--- src/rtl/fetch_stage_if.sv ---
// Instruction-memory request/response bundle between fetch_stage and imem.
// Latency: none (wires only); the response may come in the request cycle or later.
// Backpressure: imem_req and imem_addr stay stable until imem_valid returns.
interface fetch_stage_if;
    logic        imem_req;
    logic [31:0] imem_addr;
    logic [31:0] imem_rdata;
    logic        imem_valid;

    modport master (
        output imem_req,
        output imem_addr,
        input  imem_rdata,
        input  imem_valid
    );

    modport slave (
        input  imem_req,
        input  imem_addr,
        output imem_rdata,
        output imem_valid
    );
endinterface

--- src/rtl/fetch_stage.sv ---
// Instruction fetch: owns the PC, drives imem and loads the IF/ID register; `FETCH_PERF_EN adds perf counters.
// Latency: 1 cycle from imem_valid to IF/ID with a combinational memory; variable otherwise.
// Backpressure: stall holds IF/ID and PC; a response that lands during a stall is held in a one-entry skid buffer.
module fetch_stage #(
    parameter logic [31:0] RESET_PC  = 32'h0000_0000,
    parameter logic [31:0] NOP_INSTR = 32'h0000_0013
) (
    input  logic                 clk,
    input  logic                 reset,
    input  logic                 stall,
    input  logic                 flush,
    input  logic                 redirect,
    input  logic [31:0]          redirect_pc,
    fetch_stage_if.master        imem,
    output logic [31:0]          pc,
    output logic [31:0]          instr_p,
    output logic [31:0]          pc_p,
    output logic                 valid_p
`ifdef FETCH_PERF_EN
    ,
    output logic [31:0]          perf_fetched,
    output logic [31:0]          perf_stall
`endif
);

    typedef enum logic [1:0] {
        IDLE  = 2'd0,
        REQ   = 2'd1,
        HOLD  = 2'd2,
        DRAIN = 2'd3
    } state_t;

    state_t      state_q;
    state_t      state_d;
    logic [31:0] drain_addr;
    logic [31:0] buf_dat;
    logic [31:0] redirect_tgt;
    logic [31:0] pc_inc;
    logic        deliver;
    logic [31:0] deliver_dat;
    logic        load_buf;
    logic        start_drain;

    // Redirect targets are word aligned; the low two bits are masked off.
    assign redirect_tgt = redirect_pc & 32'hFFFF_FFFC;
    assign pc_inc       = pc + 32'd4;

    // While draining, the old address stays on the bus until its stale response returns.
    assign imem.imem_req  = (state_q == REQ) || (state_q == DRAIN);
    assign imem.imem_addr = (state_q == DRAIN) ? drain_addr : pc;

    // Next-state and per-cycle fetch decisions; redirect outranks stall and fetch progress.
    always_comb begin
        state_d     = state_q;
        deliver     = 1'b0;
        deliver_dat = buf_dat;
        load_buf    = 1'b0;
        start_drain = 1'b0;
        case (state_q)
            IDLE: begin
                state_d = REQ;
            end
            REQ: begin
                if (redirect) begin
                    if (imem.imem_valid) begin
                        state_d = REQ;
                    end else begin
                        state_d     = DRAIN;
                        start_drain = 1'b1;
                    end
                end else if (imem.imem_valid) begin
                    if (stall) begin
                        state_d  = HOLD;
                        load_buf = 1'b1;
                    end else begin
                        deliver     = 1'b1;
                        deliver_dat = imem.imem_rdata;
                    end
                end
            end
            HOLD: begin
                if (redirect) begin
                    state_d = REQ;
                end else if (!stall) begin
                    deliver     = 1'b1;
                    deliver_dat = buf_dat;
                    state_d     = REQ;
                end
            end
            DRAIN: begin
                if (imem.imem_valid) begin
                    state_d = REQ;
                end
            end
            default: begin
                state_d = IDLE;
            end
        endcase
    end

    // FSM state register.
    always_ff @(posedge clk or posedge reset) begin
        if (reset) begin
            state_q <= IDLE;
        end else begin
            state_q <= state_d;
        end
    end

    // PC advances only when an instruction is handed to IF/ID; redirect overrides.
    always_ff @(posedge clk or posedge reset) begin
        if (reset) begin
            pc <= RESET_PC;
        end else if (redirect) begin
            pc <= redirect_tgt;
        end else if (deliver) begin
            pc <= pc_inc;
        end
    end

    // Remember the outstanding address so the stale response can be drained after a redirect.
    always_ff @(posedge clk or posedge reset) begin
        if (reset) begin
            drain_addr <= 32'd0;
        end else if (start_drain) begin
            drain_addr <= pc;
        end
    end

    // Skid buffer: only the word is kept, its address is the held PC.
    always_ff @(posedge clk or posedge reset) begin
        if (reset) begin
            buf_dat <= 32'd0;
        end else if (redirect) begin
            buf_dat <= 32'd0;
        end else if (load_buf) begin
            buf_dat <= imem.imem_rdata;
        end
    end

    // IF/ID register: flush wins, stall holds, otherwise load or insert a bubble keeping pc_p.
    always_ff @(posedge clk or posedge reset) begin
        if (reset) begin
            instr_p <= NOP_INSTR;
            pc_p    <= 32'd0;
            valid_p <= 1'b0;
        end else if (flush) begin
            instr_p <= NOP_INSTR;
            valid_p <= 1'b0;
        end else if (!stall) begin
            if (deliver) begin
                instr_p <= deliver_dat;
                pc_p    <= pc;
                valid_p <= 1'b1;
            end else begin
                instr_p <= NOP_INSTR;
                valid_p <= 1'b0;
            end
        end
    end

`ifdef FETCH_PERF_EN
    // Free-running counters of real IF/ID loads and of stalled cycles.
    always_ff @(posedge clk or posedge reset) begin
        if (reset) begin
            perf_fetched <= 32'd0;
            perf_stall   <= 32'd0;
        end else begin
            if (deliver && !flush) begin
                perf_fetched <= perf_fetched + 32'd1;
            end
            if (stall) begin
                perf_stall <= perf_stall + 32'd1;
            end
        end
    end
`endif

endmodule

--- src/flat_wrapper.sv ---
// flat-port wrapper written by rule: the top's interface ports become plain ports
module fetch_stage_flat 
#(
    parameter logic [31:0] RESET_PC  = 32'h0000_0000,
    parameter logic [31:0] NOP_INSTR = 32'h0000_0013
)
  (clk, reset, stall, flush, redirect, redirect_pc, pc, instr_p, pc_p, valid_p, imem_imem_req, imem_imem_addr, imem_imem_rdata, imem_imem_valid);
  fetch_stage_if imem_i ();
  input  logic clk;
  input  logic reset;
  input  logic stall;
  input  logic flush;
  input  logic redirect;
  input  logic [31:0] redirect_pc;
  output logic [31:0] pc;
  output logic [31:0] instr_p;
  output logic [31:0] pc_p;
  output logic valid_p;
  output wire logic [$bits(imem_i.imem_req)-1:0] imem_imem_req;
  output wire logic [$bits(imem_i.imem_addr)-1:0] imem_imem_addr;
  input wire logic [$bits(imem_i.imem_rdata)-1:0] imem_imem_rdata;
  input wire logic [$bits(imem_i.imem_valid)-1:0] imem_imem_valid;
  assign imem_imem_req = imem_i.imem_req;
  assign imem_imem_addr = imem_i.imem_addr;
  assign imem_i.imem_rdata = imem_imem_rdata;
  assign imem_i.imem_valid = imem_imem_valid;
  fetch_stage #(.RESET_PC(RESET_PC), .NOP_INSTR(NOP_INSTR)) u_core (.clk(clk), .reset(reset), .stall(stall), .flush(flush), .redirect(redirect), .redirect_pc(redirect_pc), .imem(imem_i), .pc(pc), .instr_p(instr_p), .pc_p(pc_p), .valid_p(valid_p));
endmodule
--- config.mk ---
export PLATFORM = sky130hd
export DESIGN_NAME = fetch_stage_flat
export DESIGN_NICKNAME = d
export VERILOG_FILES = /design/src/rtl/fetch_stage_if.sv /design/src/rtl/fetch_stage.sv /design/src/flat_wrapper.sv
export SDC_FILE = /design/constraint.sdc
export NUM_CORES = 1
export LEC_CHECK = 0
export ABC_AREA = 1
export CELL_PAD_IN_SITES_DETAIL_PLACEMENT = 0
export CELL_PAD_IN_SITES_GLOBAL_PLACEMENT = 1
export CORE_MARGIN = 10
export CORE_UTILIZATION = 36
export CTS_CLUSTER_SIZE = 10
export DETAILED_ROUTE_END_ITERATION = 7
export PLACE_DENSITY = 0.77
export SKIP_CTS_REPAIR_TIMING = 1
export SLEW_MARGIN = 20
export SYNTH_ARGS = -nofsm -noshare
export SYNTH_HDL_FRONTEND = slang
export SYNTH_SLANG_ARGS = --single-unit
--- constraint.sdc ---
create_clock -name clk -period 6.55 [get_ports clk]
set_input_delay 1.965 -clock clk [delete_from_list [all_inputs] [get_ports clk]]
set_output_delay 1.965 -clock clk [all_outputs]
set_load 0.01 [all_outputs]
; ---- Yosys cells after proc, flatten, opt, wreduce, memory -nomap -nowiden
; Cells that the tools add are included.
; W data, S select, Z words.
[totals]
inputBits = 70
word_cells = 58
register_bits = 163
[op_classes]
bitwise = 2
add_sub_neg = 1
n_reduce_logical = 6
eq_ne = 8
muxes = 34
[op_table]
columns = cell, n
row1 = $mux W32, 11
row2 = $add A32 B3 Y32 const B, 1
row3 = $mux W1, 14
row4 = $mux W2, 7
row5 = $ne A3 B3 Y1 const B, 3
row6 = $pmux W2 S4, 1
row7 = $eq A2 B2 Y1 const B, 2
row8 = $reduce_and A4 Y1, 1
row9 = $reduce_bool A2 Y1, 2
row10 = $reduce_and A3 Y1, 1
row11 = $eq A2 B1 Y1 const B, 1
row12 = $logic_not A2 Y1, 1
row13 = $ne A2 B1 Y1 const B, 1
row14 = $ne A2 B2 Y1 const B, 1
row15 = $not A1 Y1, 2
row16 = $pmux W1 S2, 1
row17 = $logic_or A1 B1 Y1, 1

; ---- Depth between registers and ports, before layout
[logic_depth]
depth_word = 7
depth_mapped = 11
depth_no_buf = 9

; ---- Worst setup path before layout
; Ideal clock, no wire load.
[synth_timing]
path_kind = reg-to-output
start = register u_core.state_q[0]
end = output port imem_imem_addr[10]
slack_ps = 3381
t_arrival_ps = 1204
path_buffers = 2
stages_incl_launch_ff = 5
cell_sequence = dfrtp_1 > ha_1 > clkbuf_1 > clkbuf_1 > o21ai_0
[synth_between]
elab_chain_cells = 2
[synth_rtl]
columns = element, line_no
row1 = from (decl), fetch_stage.sv:33  ; state_t state_q;
row2 = from (signal assigned), fetch_stage.sv:106  ; state_q <= state_d;
row3 = $eq A2 B2 Y1, fetch_stage.sv:50  ; assign imem.imem_addr = (state_q == DRAIN) ? drain_addr : pc;
row4 = $mux W32, fetch_stage.sv:50
row5 = to (decl), flat_wrapper.sv:20  ; output wire logic [$bits(imem_i.imem_addr)-1:0] imem_imem_addr;
; Every way passes these cells.

; ---- Worst setup path after layout
[layout_timing]
start = register u_core.state_q[0]
end = output port imem_imem_addr[31]
; The elaborated chain is that of the path after synthesis.

==> impl_metrics.json <==
{
  "rsz0062_at_grt": "no",
  "port_buffers": 191,
  "final_cell_area_mm2": 0.0102,
  "vdd_ir_drop_max_mv": 0.170,
  "cts_tree": "built",
  "dpl_cell_area_mm2": 0.00962,
  "clk_latency_ps": 420,
  "ys_warn_count": 0,
  "stdcell_count": 1396,
  "startpoint": "u_core.state_q[0]$_DFFE_PP0P_",
  "clock.fmax_mhz": 221,
  "fp.dieArea_mm2": 0.0273,
  "fin_util": 0.490,
  "r2r-end": "u_core.pc_p[18]$_DFFE_PP0P_",
  "clk_pin_slew_worst_paths_ps": 70,
  "grt_overflow_total": 0,
  "htree_levels": 4,
  "area.growth.synth_to_final_pct": 35.1,
  "grt_first_pass_wirelength_um": 36100,
  "die_w_um": 165,
  "crit_type": "reg -> out",
  "hpwl_um": 16200,
  "maxSlewViolCount": 0,
  "clock_sinks": 157,
  "power_mw": 3.61,
  "track_usage": 0.167,
  "cp.required_ps": 4590,
  "syn-instance-count": 940,
  "grt_max_degree": 86,
  "endpoint_kind": "output pin",
  "status": "completed",
  "endpoint": "imem_imem_addr[31]",
  "antenna_left": 0,
  "maxCapViolCount": 0,
  "whs_ps": 481,
  "timing.final.ws_setup_ps": 2030,
  "final.setup.tns_ps": 0,
  "rows": 53,
  "reg2reg_depth": 9,
  "cts_buffers": 17,
  "vias": 6655,
  "min_period_over_period": 0.690,
  "syn_area_mm2": 0.00758,
  "grt_pass1_vias": 6384,
  "die_h_um": 165,
  "synth_cell_type_count": 30,
  "place_inst": 1364,
  "antenna_found_initial": 1,
  "p_per_area_mw_per_mm2": 353,
  "crit_fanout": 62,
  "drc": 0,
  "slew_headroom": 0.338,
  "start_util": 0.363,
  "fillers": 2068,
  "clock_path_buffers": 2,
  "final-hold-violation-count": 0,
  "drt_wl_total_um": 22900,
  "drive_gt1_frac": 0.0624,
  "cts_root_buf": "clkbuf_16",
  "wire_per_inst_um": 16.4,
  "drtPass1Iterations": 4,
  "gp_congestion": 0.820,
  "num_antenna_cells": 0,
  "synth_seq_cells": 157,
  "min_period_ps": 4520,
  "finalSetupViolations": 0,
  "initialDrtViolationCount": 435,
  "fin_nets": 1182,
  "viasPerCell": 4.77,
  "pre_cts_slack_ps": 1600,
  "arrival_ps": 2550,
  "min_path_type": "reg -> reg",
  "p_leak_nw": 4.57,
  "startpoint_type": "flip-flop",
  "skew_ps": 6.31,
  "avgSynthCellArea_um2": 8.06,
  "coreArea_mm2": 0.0209,
  "timing.rr.start": "u_core.state_q[0]$_DFFE_PP0P_",
  "yosysSeqAreaShare": 0.519,
  "tightest_slew_ps": 993,
  "io_pins": 200,
  "r2r_setup_slack_ps": 3960
}
## report_power, final
group	internal (mW)	switching (mW)
combinational	0.575	0.640
sequential	1.20	0.151
clock	0.607	0.438
total	2.38	1.23
## synthesized netlist by cell type
master,instances,share of area
nor2_8,1,0.0026
o22ai_1,15,0.012
inv_2,1,0.00049
nor2_2,2,0.0017
xor2_1,1,0.0012
dfstp_2,3,0.010
conb_1,1,0.00049
nand2_4,1,0.0015
inv_1,95,0.047
o21ai_0,143,0.094
and2_1,1,0.00083
nand3_1,70,0.046
or2_2,2,0.0017
dfrtp_1,154,0.51
buf_2,10,0.0066
clkbuf_1,27,0.013
ha_1,4,0.0066
o211ai_1,5,0.0050
clkinv_1,1,0.00049
buf_4,10,0.0099
a21oi_1,6,0.0040
nand2_1,280,0.14
o21ai_1,24,0.016
a31oi_1,1,0.00083
o21ai_2,15,0.017
a22o_1,15,0.017
nand4_1,1,0.00083
nor2_1,43,0.021
buf_6,7,0.010
nor3_4,1,0.0021
## area by class of cell
| cell class | instances | area, um2 | share of cell area |
|---|---|---|---|
| sequential | 157 | 3930 | 0.384 |
| timing repair buffer | 198 | 1960 | 0.192 |
| clock buffer | 17 | 425 | 0.0415 |
| inverter | 97 | 369 | 0.0361 |
| multi-input combinational | 637 | 3020 | 0.295 |
| tap | 275 | 344 | 0.0336 |
| clock inverter | 15 | 186 | 0.0182 |
## placed cells by master (no fill, tap or decap), types with 16 or more instances in the layout
cell type,Yosys,routed
clkdlybuf4s50_1,0,191
nor2_1,43,42
nand3_1,70,69
clkbuf_16,0,17
nand2_1,280,280
inv_1,95,94
dfrtp_1,154,154
o21ai_0,143,143
o21ai_2,15,16
o21ai_1,24,23
## worst max-delay path: stages, from the launching register on
cell and delay [ps]:
dfrtp_1 410, ha_2 860, nand2_1 90, o21ai_0 120
clkdlybuf4s50_1 650
## cell families (layout without fill, tap and decap cells)
group	Yosys count	count (layout)	share of synthesized area
adder cells (fa/ha/maj)	4	4	0.00660
AO/OA/AOI/OAI	224	224	0.167
AND/OR/NAND/NOR	402	402	0.217
flip-flops	157	157	0.519
XOR/XNOR	1	1	0.00116
buffers and inverters	151	327	0.0883
other	1	6	0.000495
## flip-flops by register name (all words and copies together) (netlist names)
register / flops
u_core.pc_p: 30
u_core.instr_p: 32
u_core.pc: 30
u_core.valid_p: 1
u_core.drain_addr: 30
u_core.buf_dat: 32
u_core.state_q: 2
## worst min-delay path by stage
stage | from | endpoint | slack, ps | depth (start not counted)
final | u_core.pc_p[19]$_DFFE_PP0P_ | u_core.pc_p[19]$_DFFE_PP0P_ | 480 | 2
after global routing | u_core.drain_addr[15]$_DFFE_PP0P_ | u_core.drain_addr[15]$_DFFE_PP0P_ | 510 | 2
after CTS | u_core.pc_p[17]$_DFFE_PP0P_ | u_core.pc_p[17]$_DFFE_PP0P_ | 480 | 2
after detailed placement | u_core.pc_p[19]$_DFFE_PP0P_ | u_core.pc_p[19]$_DFFE_PP0P_ | 470 | 2
after global placement | u_core.valid_p$_DFFE_PP0P_ | u_core.valid_p$_DFFE_PP0P_ | 460 | 2
after floorplan | u_core.drain_addr[10]$_DFFE_PP0P_ | u_core.drain_addr[10]$_DFFE_PP0P_ | 450 | 2
## metal layers
metal | routed length, um | GRT usage | vias up
li1 | - | - | 3372
met1 | 10000 | 0.213 | 3086
met2 | 10300 | 0.256 | 170
met3 | 2140 | 0.0687 | 25
met4 | 404 | 0.0451 | 2
met5 | 13 | 0 | -
No activity file was read; power rests on OpenSTA's default activity.
